### src/rtl/alu_seq_pkg.sv
// alu_seq_pkg: shared command codes, lane select codes and FSM state encoding for the ALU result sequencer
package alu_seq_pkg;
  typedef enum logic [2:0] {
    CMD_ADD  = 3'b000,
    CMD_SUB  = 3'b001,
    CMD_XOR  = 3'b010,
    CMD_SLT  = 3'b011,
    CMD_AND  = 3'b100,
    CMD_NAND = 3'b101,
    CMD_NOR  = 3'b110,
    CMD_OR   = 3'b111
  } cmd_e;
  localparam logic [2:0] LANE_ADD = 3'b000;
  localparam logic [2:0] LANE_XOR = 3'b001;
  localparam logic [2:0] LANE_SLT = 3'b010;
  localparam logic [2:0] LANE_AND = 3'b011;
  localparam logic [2:0] LANE_OR  = 3'b100;
  typedef enum logic [1:0] {IDLE, SETTLE, CAPTURE, DONE} state_e;
endpackage

### src/rtl/alu_cmd_decode.sv
// alu_cmd_decode: combinational ALU command to {s0,s1,s2} lane select plus invert/carry-in modifiers
// Ports: cmd (3-bit command) -> lane ({s0,s1,s2}), op_invert, op_cin
module alu_cmd_decode
  import alu_seq_pkg::*;
(
  input  logic [2:0] cmd,
  output logic [2:0] lane,
  output logic       op_invert,
  output logic       op_cin
);
  // the 100 lane natively computes NOR, so OR is the inverted variant
  assign lane = (cmd == CMD_ADD || cmd == CMD_SUB) ? LANE_ADD :
                (cmd == CMD_XOR)                   ? LANE_XOR :
                (cmd == CMD_SLT)                   ? LANE_SLT :
                (cmd == CMD_AND || cmd == CMD_NAND) ? LANE_AND : LANE_OR;
  assign op_invert = cmd == CMD_SUB || cmd == CMD_SLT || cmd == CMD_NAND || cmd == CMD_OR;
  assign op_cin    = cmd == CMD_SUB || cmd == CMD_SLT;
endmodule

### src/rtl/alu_result_sequencer.sv
// alu_result_sequencer: accepts one ALU command, drives mux selects, waits SETTLE_CYCLES, registers the result
// Ports: clk, rst_n (async active-low); cmd_valid/cmd_ready/cmd in; sel_s0..2, op_invert, op_cin out;
//        mux_out in; res_valid/res_ready/res_data out; res_zero out when ALU_SEQ_ZERO_FLAG_EN is defined
module alu_result_sequencer
  import alu_seq_pkg::*;
#(
  parameter int WIDTH         = 32,
  parameter int SETTLE_CYCLES = 4
) (
  input  logic             clk,
  input  logic             rst_n,
  input  logic             cmd_valid,
  output logic             cmd_ready,
  input  logic [2:0]       cmd,
  output logic             sel_s0,
  output logic             sel_s1,
  output logic             sel_s2,
  output logic             op_invert,
  output logic             op_cin,
  input  logic [WIDTH-1:0] mux_out,
  output logic             res_valid,
  input  logic             res_ready,
  output logic [WIDTH-1:0] res_data
`ifdef ALU_SEQ_ZERO_FLAG_EN
  ,
  output logic             res_zero
`endif
);
  state_e     state, state_nx;
  logic [3:0] cnt;
  logic [2:0] sel, dec_lane;
  logic       dec_inv, dec_cin, accept;
  alu_cmd_decode u_dec (.cmd(cmd), .lane(dec_lane), .op_invert(dec_inv), .op_cin(dec_cin));
  assign {sel_s0, sel_s1, sel_s2} = sel;
  assign cmd_ready = state == IDLE;
  assign accept = cmd_ready && cmd_valid;
  always_comb begin
    state_nx = state;
    case (state)
      IDLE:    state_nx = cmd_valid ? SETTLE : IDLE;
      SETTLE:  state_nx = cnt == '0 ? CAPTURE : SETTLE;
      CAPTURE: state_nx = DONE;
      DONE:    state_nx = res_ready ? IDLE : DONE;
      default: state_nx = IDLE;
    endcase
  end
  always_ff @(posedge clk or negedge rst_n) begin
    if (!rst_n) begin
      state     <= IDLE;
      cnt       <= '0;
      sel       <= '0;
      op_invert <= 1'b0;
      op_cin    <= 1'b0;
      res_valid <= 1'b0;
      res_data  <= '0;
    end else begin
      state <= state_nx;
      if (accept) begin
        sel       <= dec_lane;
        op_invert <= dec_inv;
        op_cin    <= dec_cin;
        cnt       <= 4'(SETTLE_CYCLES - 1);
      end else if (state == SETTLE && cnt != '0) begin
        cnt <= cnt - 4'd1;
      end
      if (state == CAPTURE) begin
        res_data  <= mux_out;
        res_valid <= 1'b1;
      end else if (state == DONE && res_ready) begin
        res_valid <= 1'b0;
      end
    end
  end
`ifdef ALU_SEQ_ZERO_FLAG_EN
  always_ff @(posedge clk or negedge rst_n) begin
    if (!rst_n) res_zero <= 1'b0;
    else if (state == CAPTURE) res_zero <= mux_out == '0;
  end
`endif
endmodule

### config.mk
export PLATFORM = sky130hd
export DESIGN_NAME = alu_result_sequencer
export DESIGN_NICKNAME = d
export VERILOG_FILES = /design/src/rtl/alu_seq_pkg.sv /design/src/rtl/alu_cmd_decode.sv /design/src/rtl/alu_result_sequencer.sv
export SDC_FILE = /design/constraint.sdc
export NUM_CORES = 1
export LEC_CHECK = 0
export BUFFER_PORTS_ARGS = -buffer_cell sky130_fd_sc_hd__buf_2
export CORE_MARGIN = 2
export CORE_UTILIZATION = 52
export CTS_CLUSTER_DIAMETER = 120
export DETAILED_ROUTE_END_ITERATION = 10
export GPL_ROUTABILITY_DRIVEN = 0
export PLACE_DENSITY = 0.84
export SLEW_MARGIN = 25
export SYNTH_ARGS = -nofsm -noshare
export SYNTH_HDL_FRONTEND = slang
export SYNTH_HIERARCHICAL = 1
export SYNTH_SLANG_ARGS = --single-unit
export TNS_END_PERCENT = 50
### constraint.sdc
create_clock -name clk -period 2.4 [get_ports clk]
set_input_delay 0.24 -clock clk [delete_from_list [all_inputs] [get_ports clk]]
set_output_delay 0.24 -clock clk [all_outputs]
set_load 0.01 [all_outputs]
### After elaboration in Yosys (flattened, before gate mapping)

Cells that the tools add are included.

| word-level totals | value |
|---|---|
| register bits after elaboration | 44 |

| operators by class | value |
|---|---|
| add/sub/neg operators | 1 |
| eq/ne operators | 9 |
| multiplexer cells | 12 |
| reductions and logical operators | 14 |

Operators with widths:

| cell | count |
|---|---|
| two-way mux 3 bit | 4 |
| == test 3 bit (second input constant) | 3 |
| two-way mux 4 bit | 2 |
| one-hot mux 2 bit (4 select lines) | 1 |
| == test 3 x 2 -> 1 bit (second input constant) | 2 |
| logical OR 1 bit | 5 |
| == test 2 bit (second input constant) | 2 |
| logical NOT 4 bit | 1 |
| two-way mux 2 bit | 2 |
| nonzero test 2 bit | 2 |
| nonzero test 4 bit | 1 |
| subtractor 4 x 1 -> 4 bit (second input constant) | 1 |
| == test 3 x 1 -> 1 bit (second input constant) | 1 |
| logical AND 1 bit | 3 |
| logical NOT 3 bit | 1 |
| two-way mux 1 bit | 3 |
| == test 2 x 1 -> 1 bit (second input constant) | 1 |
| logical NOT 2 bit | 1 |

### Depth between registers and ports, before layout

Gate-level depths: netlist (run 1).

| logic depth | value |
|---|---|
| depth after elaboration | 6 |
| gate-level depth with buffers | 5 |
| depth with buffers taken out | 5 |

### Cells and area by module

Netlist (run 1), hierarchy kept.

By module, submodules not included:

| module | instances | cells each | area an instance (um^2) | seq. area each (um^2) |
|---|---|---|---|---|
| alu_result_sequencer | 1 | 122 | 1988.2 | 1101.1 |
| alu_cmd_decode | 1 | 8 | 51.3 | 0.0 |

### Worst setup path after synthesis (run 1)

Ideal clock, no wire load.

| timing path | value |
|---|---|
| kind | reg-to-reg |
| start | reg cnt[0] |
| end | reg cnt[2] |
| data arrival time | 1.267 ns |
| data required time | 2.280 ns |
| path slack | 1.013 ns |
| cell stages (with the launch flop) | 6 |
| clock period less this slack | 1.387 ns |
| cells stage by stage | dfrtp_1 > inv_1 > ha_1 > nor3b_1 > nor2_1 > a41o_1 |

| between the ends | value |
|---|---|
| word-level cells in the longest chain between the ends | 3 |

RTL lines:

| what | RTL line | source |
|---|---|---|
| start, declared | alu_result_sequencer.sv:30 | `logic [3:0] cnt;` |
| start signal, assigned | alu_result_sequencer.sv:62 | `cnt <= 4'(SETTLE_CYCLES - 1);` |
| start signal, assigned | alu_result_sequencer.sv:64 | `cnt <= cnt - 4'd1;` |
| subtractor 4 x 1 -> 4 bit or nonzero test 4 bit (tied branches) | alu_result_sequencer.sv:64, alu_result_sequencer.sv:63 |  |
| two-way mux 4 bit or logical AND 1 bit (tied branches) | alu_result_sequencer.sv:63 | `end else if (state == SETTLE && cnt != '0) begin` |
| two-way mux 4 bit or nonzero test 2 bit (tied branches) | - |  |

Several ways; a longest one is shown, not always the timed one. The select of a mux whose other input is x is not followed.
A chain may end at the register's enable or synchronous reset.

### Worst setup path in the final report (run 1)

| timing path | value |
|---|---|
| start | reg state[0] |
| end | reg res_data[12] |

| between the ends | value |
|---|---|
| word-level cells in the longest chain between the ends | 1 |

RTL lines:

| what | RTL line | source |
|---|---|---|
| start, declared | alu_result_sequencer.sv:29 | `state_e state, state_nx;` |
| start signal, assigned | alu_result_sequencer.sv:57 | `state <= state_nx;` |
| == test 2 bit | alu_result_sequencer.sv:66 | `if (state == CAPTURE) begin` |
| end signal, assigned | alu_result_sequencer.sv:67 | `res_data <= mux_out;` |
| end, declared | alu_result_sequencer.sv:23 | `output logic [WIDTH-1:0] res_data` |

Every way passes these cells.

==> impl_metrics.json, run 1 <==
{
  "fin_tns_setup_ns": 0,
  "path_max_fanout": 23,
  "synth_nets": 171,
  "max_stage_delay_ns": 0.54,
  "setup_viol": 0,
  "crit-reg2reg-launch": "state[0]$_DFF_PN0_",
  "min_path_cells": 2,
  "slew_headroom": 0.6515,
  "drive_gt1_frac": 0.6316,
  "synth_common_cells": "44 x dfrtp_1, 34 x mux2_4, 4 x inv_1",
  "cts_max_level": 2,
  "synth_top_area_frac": 0.5399,
  "synth-seq-cells": 44,
  "seq_area_frac_synth": 0.5399,
  "grt_pass1_wl_mm": 5.664,
  "yosys.area.top_type": "dfrtp_1",
  "cts_buffers": 5,
  "clkTransAtPathRegs_ns": 0.08,
  "ys_top_cells_by_area": "dfrtp_1 54%, mux2_4 25%, buf_12 2.9%",
  "drt_iter0_markers": 85,
  "coreArea_um2": 3716,
  "rsz0062_at_grt": "false",
  "status": "finished clean",
  "r2r_setup_slack_ns": 0.65,
  "p_clk_frac": 0.167,
  "die-area_um2": 4439,
  "grt_start_max_net_pins": 45,
  "arrival_ns": 1.93,
  "seq_power_share": 0.393,
  "fin_nets": 249,
  "wl_mm": 3.651,
  "critPathRequiredTime_ns": 2.58,
  "finalCritPeriodShare": 0.7281,
  "rows": 22,
  "synth_edf_count": 0,
  "initial_core_util": 0.5488,
  "p_leak_nw": 1.303,
  "grt.overflow.total": 0,
  "clock.fmax_mhz": 572.2,
  "synth_most_common_cell": "dfrtp_1",
  "cp-end-kind": "flop",
  "routed_via_density": 4.981,
  "power_frac_comb": 0.440,
  "ys.flop_type": "dfrtp_1",
  "dr.pass1.iters": 4,
  "cap_viol_max_count": 0,
  "worst_pin_slew_ns": 0.5228,
  "sw_frac_of_total": 0.3223,
  "async_flop_share": 1.000,
  "drc_errors": 0,
  "wl_per_cell_um": 14.21,
  "period_minus_slack_ns": 1.747,
  "setup.worst_path.class": "flop to flop",
  "final.setup_skew_ns": 0.006594,
  "ant_nets": 0,
  "worstSkewPairLatency_ns": 0.30,
  "drv_slew": 0,
  "avgSynthCellArea_um2": 15.69,
  "r2r-end": "res_data[12]$_DFFE_PN0P_",
  "grt_pass1_vias": 1211,
  "cellPowerDensity_nw_per_um2": 1380,
  "rr_worst_depth": 3,
  "num_io_pins": 78,
  "antennaDiodeCount": 0,
  "switchingPower_mw": 1.128,
  "worst_ir_drop_vdd_mv": 0.6078,
  "crit_end": "res_data[12]$_DFFE_PN0P_",
  "synthCells": 130,
  "cp_slowest_cell": "dfrtp_1",
  "num_vias": 1280,
  "portBuffers": 77,
  "hold_viol": 0,
  "antenna_found_initial": 0,
  "p_int_mw": 2.372,
  "synth_warnings": 6,
  "die-width_um": 66.63,
  "cts_tree": "done",
  "synth.cell_area_um2": 2039,
  "fp.dieH_um": 66.63,
  "track_usage": 0.1748,
  "post_cts_buffers": 0,
  "crit_chain": "nor2b_4, buf_12, mux2_2",
  "holdCritPathClass": "input pin to flop",
  "dp_hpwl_mm": 2.689,
  "p_total_mw": 3.500,
  "cts_sinks": 44,
  "synth_cell_type_count": 32,
  "syn2layout_area_growth_pct": 24.36,
  "cts_buffer_depth": 2,
  "clockRootBuffer": "clkbuf_8",
  "crit_path_start_kind": "flop",
  "cp-startpoint": "state[0]$_DFF_PN0_"
}
## worst min-delay path by stage
stage | from | to | slack, ns
after global routing | mux_out[23] | res_data[23]$_DFFE_PN0P_ | 0.15
after detailed placement | rst_n | sel[1]$_DFFE_PN0P_ | 0.44
after CTS | rst_n | res_data[3]$_DFFE_PN0P_ | 0.11
after floorplan | rst_n | cnt[0]$_DFFE_PN0P_ | -0.06
final | mux_out[3] | res_data[3]$_DFFE_PN0P_ | 0.17
after global placement | rst_n | sel[1]$_DFFE_PN0P_ | 0.43
## power by group through the flow
stage	clock (mW)	combinational (mW)	sequential (mW)
2_1_floorplan	0	1.00	1.49
3_3_place_gp	0	1.50	1.38
3_5_place_dp	0	1.54	1.39
4_1_cts	0.600	1.56	1.38
5_1_grt	0.630	1.66	1.43
6_report	0.586	1.54	1.37
## worst max-delay path: cells and delay by family (launching register included)
kind	cells	cell delay [ns]
DFF	1	0.54
buffers and inverters	1	0.27
and+or+nand+nor	1	0.46
muxes	1	0.35
## layer usage
layer  vias to the layer above  wire length [um]  global-route usage  part of all wire
li1                        613                 -                   -                 -
met1                       613              1605              0.2232              0.44
met2                        48              1710              0.2725              0.47
met3                         6               267             0.05574             0.073
met4                         0                67             0.07653             0.018
met5                         -                 0                   0                 0
## stage by stage
stage	utilization	setup WS [ns]	hold slack [ns]	cell area, um2	std cells
final	0.6825	0.6525	0.1671	2536	257
after global routing	0.6825	0.5799	0.1495	2536	257
after CTS	0.6791	0.6365	0.1124	2524	256
after detailed placement	0.6465	0.6526	0.4366	2402	248
after global placement	0.6465	0.7020	0.4281	2402	248
after floorplan	-	1.013	-0.05559	2039	130
## repair_timing
item,in CTS,in global routing
hold buffers,0,1
hold endpoints to repair,0,44
resized for setup,0,0
## cell usage in the layout (no fill, tap or decap), types with 2 or more instances in the layout
cell type / count
or2_2: 2
clkbuf_8: 6
a21o_1: 2
ha_1: 2
and2_1: 2
mux2_4: 34
dfrtp_1: 44
nor2_1: 2
inv_1: 4
a31oi_1: 3
a21oi_1: 2
mux2_2: 3
o22ai_1: 3
or2b_1: 2
nand2_1: 3
buf_2: 76
## layout make-up
type | instances | area, um2
timing repair buffer | 79 | 417.9
fill | 260 | 1180
clock inverter | 2 | 38.79
inverter | 4 | 15.01
sequential | 44 | 1101
tap | 48 | 60.06
multi-input combinational | 74 | 820.8
clock buffer | 6 | 82.58
## registers in the layout, summed over array words and instances, names as in the netlist
signal / flops
res_data: 32
cnt: 4
sel: 3
state: 2
op_cin: 1
op_invert: 1
res_valid: 1
## cell families (layout without fill, tap and decap cells)
kind of cell             after synthesis  in the layout  synth area share
flip-flops                            44             44            0.5399
multiplexers                          37             37            0.2669
AO/OA/AOI/OAI                         18             18           0.06688
AND/OR/NAND/NOR                       17             17           0.05644
buffers and inverters                 12             91           0.05766
adder cells (fa/ha/maj)                2              2           0.01227
(Power assumes the default switching activity.)
==> run 2: changes to the inputs <==
- CORE_UTILIZATION: 52 -> 44
- PLACE_DENSITY: 0.84 -> 0.76
- clock period: 2.4 -> 1.5 ns (I/O delays scaled with it)
==> run 2 against run 1 <==
- sequential share of layout area fell by 0.80 points
- clock skew barely moved
- design area rose by 1.9%
- count of clock-buffer cells in the layout rose by 1
- via count rose by 1.3%
- first-iteration DRC count fell by 32%
- setup slack got worse by 0.59 ns
- cell count rose by 4.3%
- largest cell class unchanged
==> impl_metrics.json, run 2 (synthesis results as in run 1) <==
{
  "grt_pass1_wl_mm": 6.030,
  "initial_core_util": 0.4620,
  "portBuffers": 77,
  "largest_register_ffs": 32,
  "fin_nets": 256,
  "track_usage": 0.1530,
  "period_minus_slack_ns": 1.441,
  "dr.pass1.iters": 4,
  "worst_pin_slew_ns": 0.3625,
  "reg.largest.list": "res_data (32), cnt (4), sel (3)",
  "worst_ir_drop_vdd_mv": 0.8461,
  "power_frac_comb": 0.478,
  "clockRootBuffer": "clkbuf_8",
  "grt.overflow.total": 0,
  "die-width_um": 72.08,
  "sw_frac_of_total": 0.3279,
  "clkTransAtPathRegs_ns": 0.08,
  "final.setup_skew_ns": 0.006403,
  "final_cell_mix": "77 x buf_2, 44 x dfrtp_1, 34 x mux2_4",
  "path_max_fanout": 3,
  "seq_power_share": 0.385,
  "critPathRequiredTime_ns": 1.67,
  "p_total_mw": 5.542,
  "layout.cells.non_filler": 268,
  "drc_errors": 0,
  "ant_nets": 0,
  "slew_headroom": 0.7584,
  "drt_iter0_markers": 58,
  "cellPowerDensity_nw_per_um2": 2145,
  "cts_tree": "done",
  "drv_slew": 0,
  "num_vias": 1297,
  "antenna_found_initial": 0,
  "grt_pass1_vias": 1264,
  "worstSkewPairLatency_ns": 0.29,
  "p_leak_nw": 1.323,
  "fin_tns_setup_ns": 0,
  "wl_mm": 3.804,
  "cts_buffer_depth": 2,
  "timing.hold.ws_ns": 0.07788,
  "post_cts_buffers": 0,
  "cp-end-kind": "flop",
  "fp.dieH_um": 72.08,
  "pre_cts_slack_ns": 0.06085,
  "grt_start_max_net_pins": 21,
  "max_stage_delay_ns": 0.46,
  "clock.fmax_mhz": 693.9,
  "p_clk_frac": 0.137,
  "finalCritPeriodShare": 0.9608,
  "crit_path_start_kind": "flop",
  "syn2layout_area_growth_pct": 26.69,
  "wl_per_cell_um": 14.19,
  "arrival_ns": 1.61,
  "final_common_cell": "buf_2",
  "routed_via_density": 4.840,
  "drive_gt1_frac": 0.6481,
  "cp_slowest_cell": "or3b_2",
  "setup.worst_path.class": "flop to flop",
  "fin_ws_ns": 0.05880,
  "setup_viol": 0,
  "switchingPower_mw": 1.817,
  "cap_viol_max_count": 0,
  "dp_hpwl_mm": 2.784,
  "holdCritPathClass": "input pin to flop",
  "antennaDiodeCount": 0,
  "hold_viol": 0,
  "p_int_mw": 3.725,
  "dp_cells": 259,
  "cts_buffers": 5,
  "crit_chain": "inv_1, ha_2, or3b_2, o22ai_1, a31oi_1",
  "regMostFlops": "res_data",
  "rows": 24,
  "cts_max_level": 2,
  "cts_sinks": 44,
  "status": "finished clean",
  "die-area_um2": 5196,
  "coreArea_um2": 4414,
  "num_io_pins": 78
}
## run 2: cell types whose count changed in the layout (fill, tap and decap cells not counted), sizes merged
cell / previous run / this run
bufinv: 1 / 0
clkbuf: 6 / 7
buf: 78 / 85
clkinvlp: 0 / 1
clkinv: 1 / 0
## run 2: critical path, delay by kind of cell (launching register included)
kind | cells | cell delay (ns)
buf+inv | 1 | 0.08
compound gates | 2 | 0.19
simple gates | 1 | 0.46
fa+ha+maj | 1 | 0.20
flops | 1 | 0.38
## run 2: layer usage
layer,GRT usage,vias up,part of all wire
met2,0.2355,43,0.48
met1,0.2085,624,0.46
met5,0,-,0
met3,0.03611,6,0.048
met4,0.06289,0,0.015
li1,-,624,-
## run 2: path summary, 6_finish.rpt
check / startpoint / to / slack, ns / depth (start not counted)
setup reg to reg: cnt[0]$_DFFE_PN0P_ / cnt[1]$_DFFE_PN0P_ / 0.06 / 5
min in group asynchronous: rst_n / op_cin$_DFFE_PN0P_ / 0.30 / 2
hold reg to reg: res_valid$_DFFE_PN0P_ / res_valid$_DFFE_PN0P_ / 0.50 / 1
setup / recovery: cnt[0]$_DFFE_PN0P_ / cnt[1]$_DFFE_PN0P_ / 0.06 / 5
max in group asynchronous: rst_n / res_data[4]$_DFFE_PN0P_ / 0.67 / 3
hold / removal: res_ready / state[1]$_DFF_PN0_ / 0.08 / 2
## run 2: area by class of cell
class	instances	area, um2
fill	356	1831
inverter	4	15.01
tap	52	65.06
multi-input combinational	74	828.3
sequential	44	1101
clock buffer	7	86.33
timing repair buffer	86	480.5
clock inverter	1	7.507
## run 2: power groups by stage
stage	clock network, mW	logic (mW)	registers [mW]
after floorplan	0	1.61	2.39
after detailed placement	0	2.67	2.14
after global routing	0.860	2.86	2.22
after global placement	0	2.63	2.11
final	0.761	2.65	2.13
after CTS	0.800	2.69	2.13
## run 2: repair_timing
| item | in CTS | in global routing |
|---|---|---|
| setup endpoints to repair | 0 | 3 |
| hold buffers | 1 | 0 |
| hold endpoints to repair | 14 | 0 |
| resized for setup | 0 | 2 |
## run 2: through the flow
step                        util  area, um2
final                     0.5853       2584
after global routing      0.5853       2584
after CTS                 0.5836       2576
after detailed placement  0.5601       2472
after global placement    0.5601       2472
after floorplan                -       2039
==> run 3: changes to the inputs <==
- CORE_UTILIZATION: 44 -> 52
- PLACE_DENSITY: 0.76 -> 0.84
- clock period: 1.5 -> 1.7 ns (I/O delays scaled with it)
==> run 3 against run 2 <==
- utilization up 11 points
- non-clock buffer count down 3
- routed wire length up 3.3%
- power down 9.5%
- maximum frequency down 7.7%
- setup slack better by 0.079 ns
- first-iteration DRC count up 47%
==> impl_metrics.json, run 3 (synthesis results as in run 1) <==
{
  "num_io_pins": 78,
  "worst_pin_slew_ns": 0.3407,
  "grt_pass1_vias": 1211,
  "cts_sinks": 44,
  "fp.dieH_um": 66.63,
  "multi_input_area_um2": 820.8,
  "min_path_cells": 2,
  "arrival_ns": 1.72,
  "syn2layout_area_growth_pct": 26.32,
  "final_cell_mix": "77 x buf_2, 44 x dfrtp_1, 34 x mux2_4",
  "hold_buffers": 1,
  "p_int_mw": 3.394,
  "fill_cells": 260,
  "r2r_setup_slack_ns": 0.14,
  "regMostFlops": "res_data",
  "drv_slew": 0,
  "fin_tns_setup_ns": 0,
  "final_common_cell": "buf_2",
  "ff_latch_area_um2": 1101,
  "status": "finished clean",
  "cts_resized": 0,
  "p_leak_nw": 1.325,
  "cap_viol_max_count": 0,
  "utilization": 0.6933,
  "grt_pass1_wl_mm": 5.940,
  "cts_tree": "done",
  "grt_start_max_net_pins": 21,
  "largest_register_ffs": 32,
  "cts_buffers": 5,
  "cp_slowest_cell": "or3b_2",
  "hold_viol": 0,
  "slew_headroom": 0.7723,
  "holdCritPathClass": "input pin to flop",
  "rr_worst_depth": 5,
  "setup_viol": 0,
  "ant_nets": 0,
  "cp-end-kind": "flop",
  "cts_max_level": 2,
  "switchingPower_mw": 1.623,
  "wl_mm": 3.928,
  "drt_iter0_markers": 85,
  "power_frac_comb": 0.455,
  "track_usage": 0.1828,
  "antennaDiodeCount": 0,
  "wl_per_cell_um": 15.05,
  "cts_buffer_depth": 2,
  "sw_frac_of_total": 0.3235,
  "seq_power_share": 0.384,
  "rsz0062_at_grt": "false",
  "dp_hpwl_mm": 2.939,
  "finalCritPeriodShare": 0.9187,
  "crit_path_start_kind": "flop",
  "crit_chain": "inv_1, ha_1, or3b_2, o22ai_1, a31oi_1",
  "period_minus_slack_ns": 1.562,
  "die-width_um": 66.63,
  "cellPowerDensity_nw_per_um2": 1948,
  "initial_core_util": 0.5488,
  "coreArea_um2": 3716,
  "rows": 22,
  "critPathRequiredTime_ns": 1.86,
  "clockRootBuffer": "clkbuf_8",
  "final.setup_skew_ns": 0.007741,
  "path_max_fanout": 6,
  "drc_errors": 0,
  "dr.pass1.iters": 5,
  "worstSkewPairLatency_ns": 0.29,
  "setup.worst_path.class": "flop to flop",
  "max_stage_delay_ns": 0.48,
  "clock.fmax_mhz": 640.3,
  "antenna_found_initial": 0,
  "portBuffers": 77,
  "reg.largest.list": "res_data (32), cnt (4), sel (3)",
  "fin_nets": 253,
  "die-area_um2": 4439,
  "routed_via_density": 5.000,
  "worst_ir_drop_vdd_mv": 0.9744,
  "post_cts_buffers": 0,
  "clkTransAtPathRegs_ns": 0.08,
  "num_vias": 1305,
  "p_clk_frac": 0.162,
  "drive_gt1_frac": 0.6385,
  "grt.overflow.total": 0
}
[run 3: cell count changes in the layout (fill, tap and decap cells not counted)]
cell        before  now
buf_4            6    3
bufinv_16        0    1
nor3b_1          0    1
clkinv_4         0    1
ha_2             1    0
clkbuf_1         1    0
clkinvlp_4       1    0
ha_1             1    2
nor3b_2          1    0
[run 3: cell type report]
class	count	area share
flip-flops and latches	44	0.4274
multi-input cells	74	0.3186
repair buffers	83	0.1778
clock buffers	6	0.03205
well taps	48	0.02331
clock inverters	2	0.01506
inverters	4	0.005828
[run 3: power groups by stage]
stage,Combinational (mW),Sequential [mW],Clock (mW)
after floorplan,1.42,2.11,0
after global routing,2.45,1.99,0.891
after CTS,2.31,1.93,0.825
after detailed placement,2.28,1.94,0
final,2.28,1.93,0.811
after global placement,2.23,1.91,0
[run 3: layer usage]
| metal | vias to the layer above | track usage | routed length [um] |
|---|---|---|---|
| met1 | 626 | 0.2388 | 1684 |
| met2 | 54 | 0.3075 | 1969 |
| li1 | 620 | - | - |
| met4 | 0 | 0.05357 | 51 |
| met5 | - | 0 | 0 |
| met3 | 5 | 0.03716 | 221 |
[run 3: worst paths after layout]
path                                        from                        to
setup / recovery              cnt[0]$_DFFE_PN0P_        cnt[0]$_DFFE_PN0P_
hold / removal                         res_ready        state[1]$_DFF_PN0_
setup reg to reg              cnt[0]$_DFFE_PN0P_        cnt[0]$_DFFE_PN0P_
hold reg to reg            res_valid$_DFFE_PN0P_     res_valid$_DFFE_PN0P_
max in group asynchronous                  rst_n  res_data[30]$_DFFE_PN0P_
min in group asynchronous                  rst_n        op_cin$_DFFE_PN0P_
[run 3: metrics by stage]
stage	setup WS [ns]	power (mW)	std cells	area (um2)	hold slack [ns]
finish	0.1381	5.018	261	2576	0.1002
global route	0.008504	5.331	261	2576	0.09066
CTS	0.1439	5.066	261	2576	0.09657
detailed placement	0.1612	4.222	252	2445	0.06835
global placement	0.2334	4.140	252	2445	0.06603
floorplan	0.3126	3.527	130	2039	-0.1256
[run 3: critical path, delay by kind of cell (launching register included)]
family / cells / cell delay (ns)
simple gates: 1 / 0.48
flops: 1 / 0.44
compound gates: 2 / 0.21
fa+ha+maj: 1 / 0.20
buf+inv: 1 / 0.10
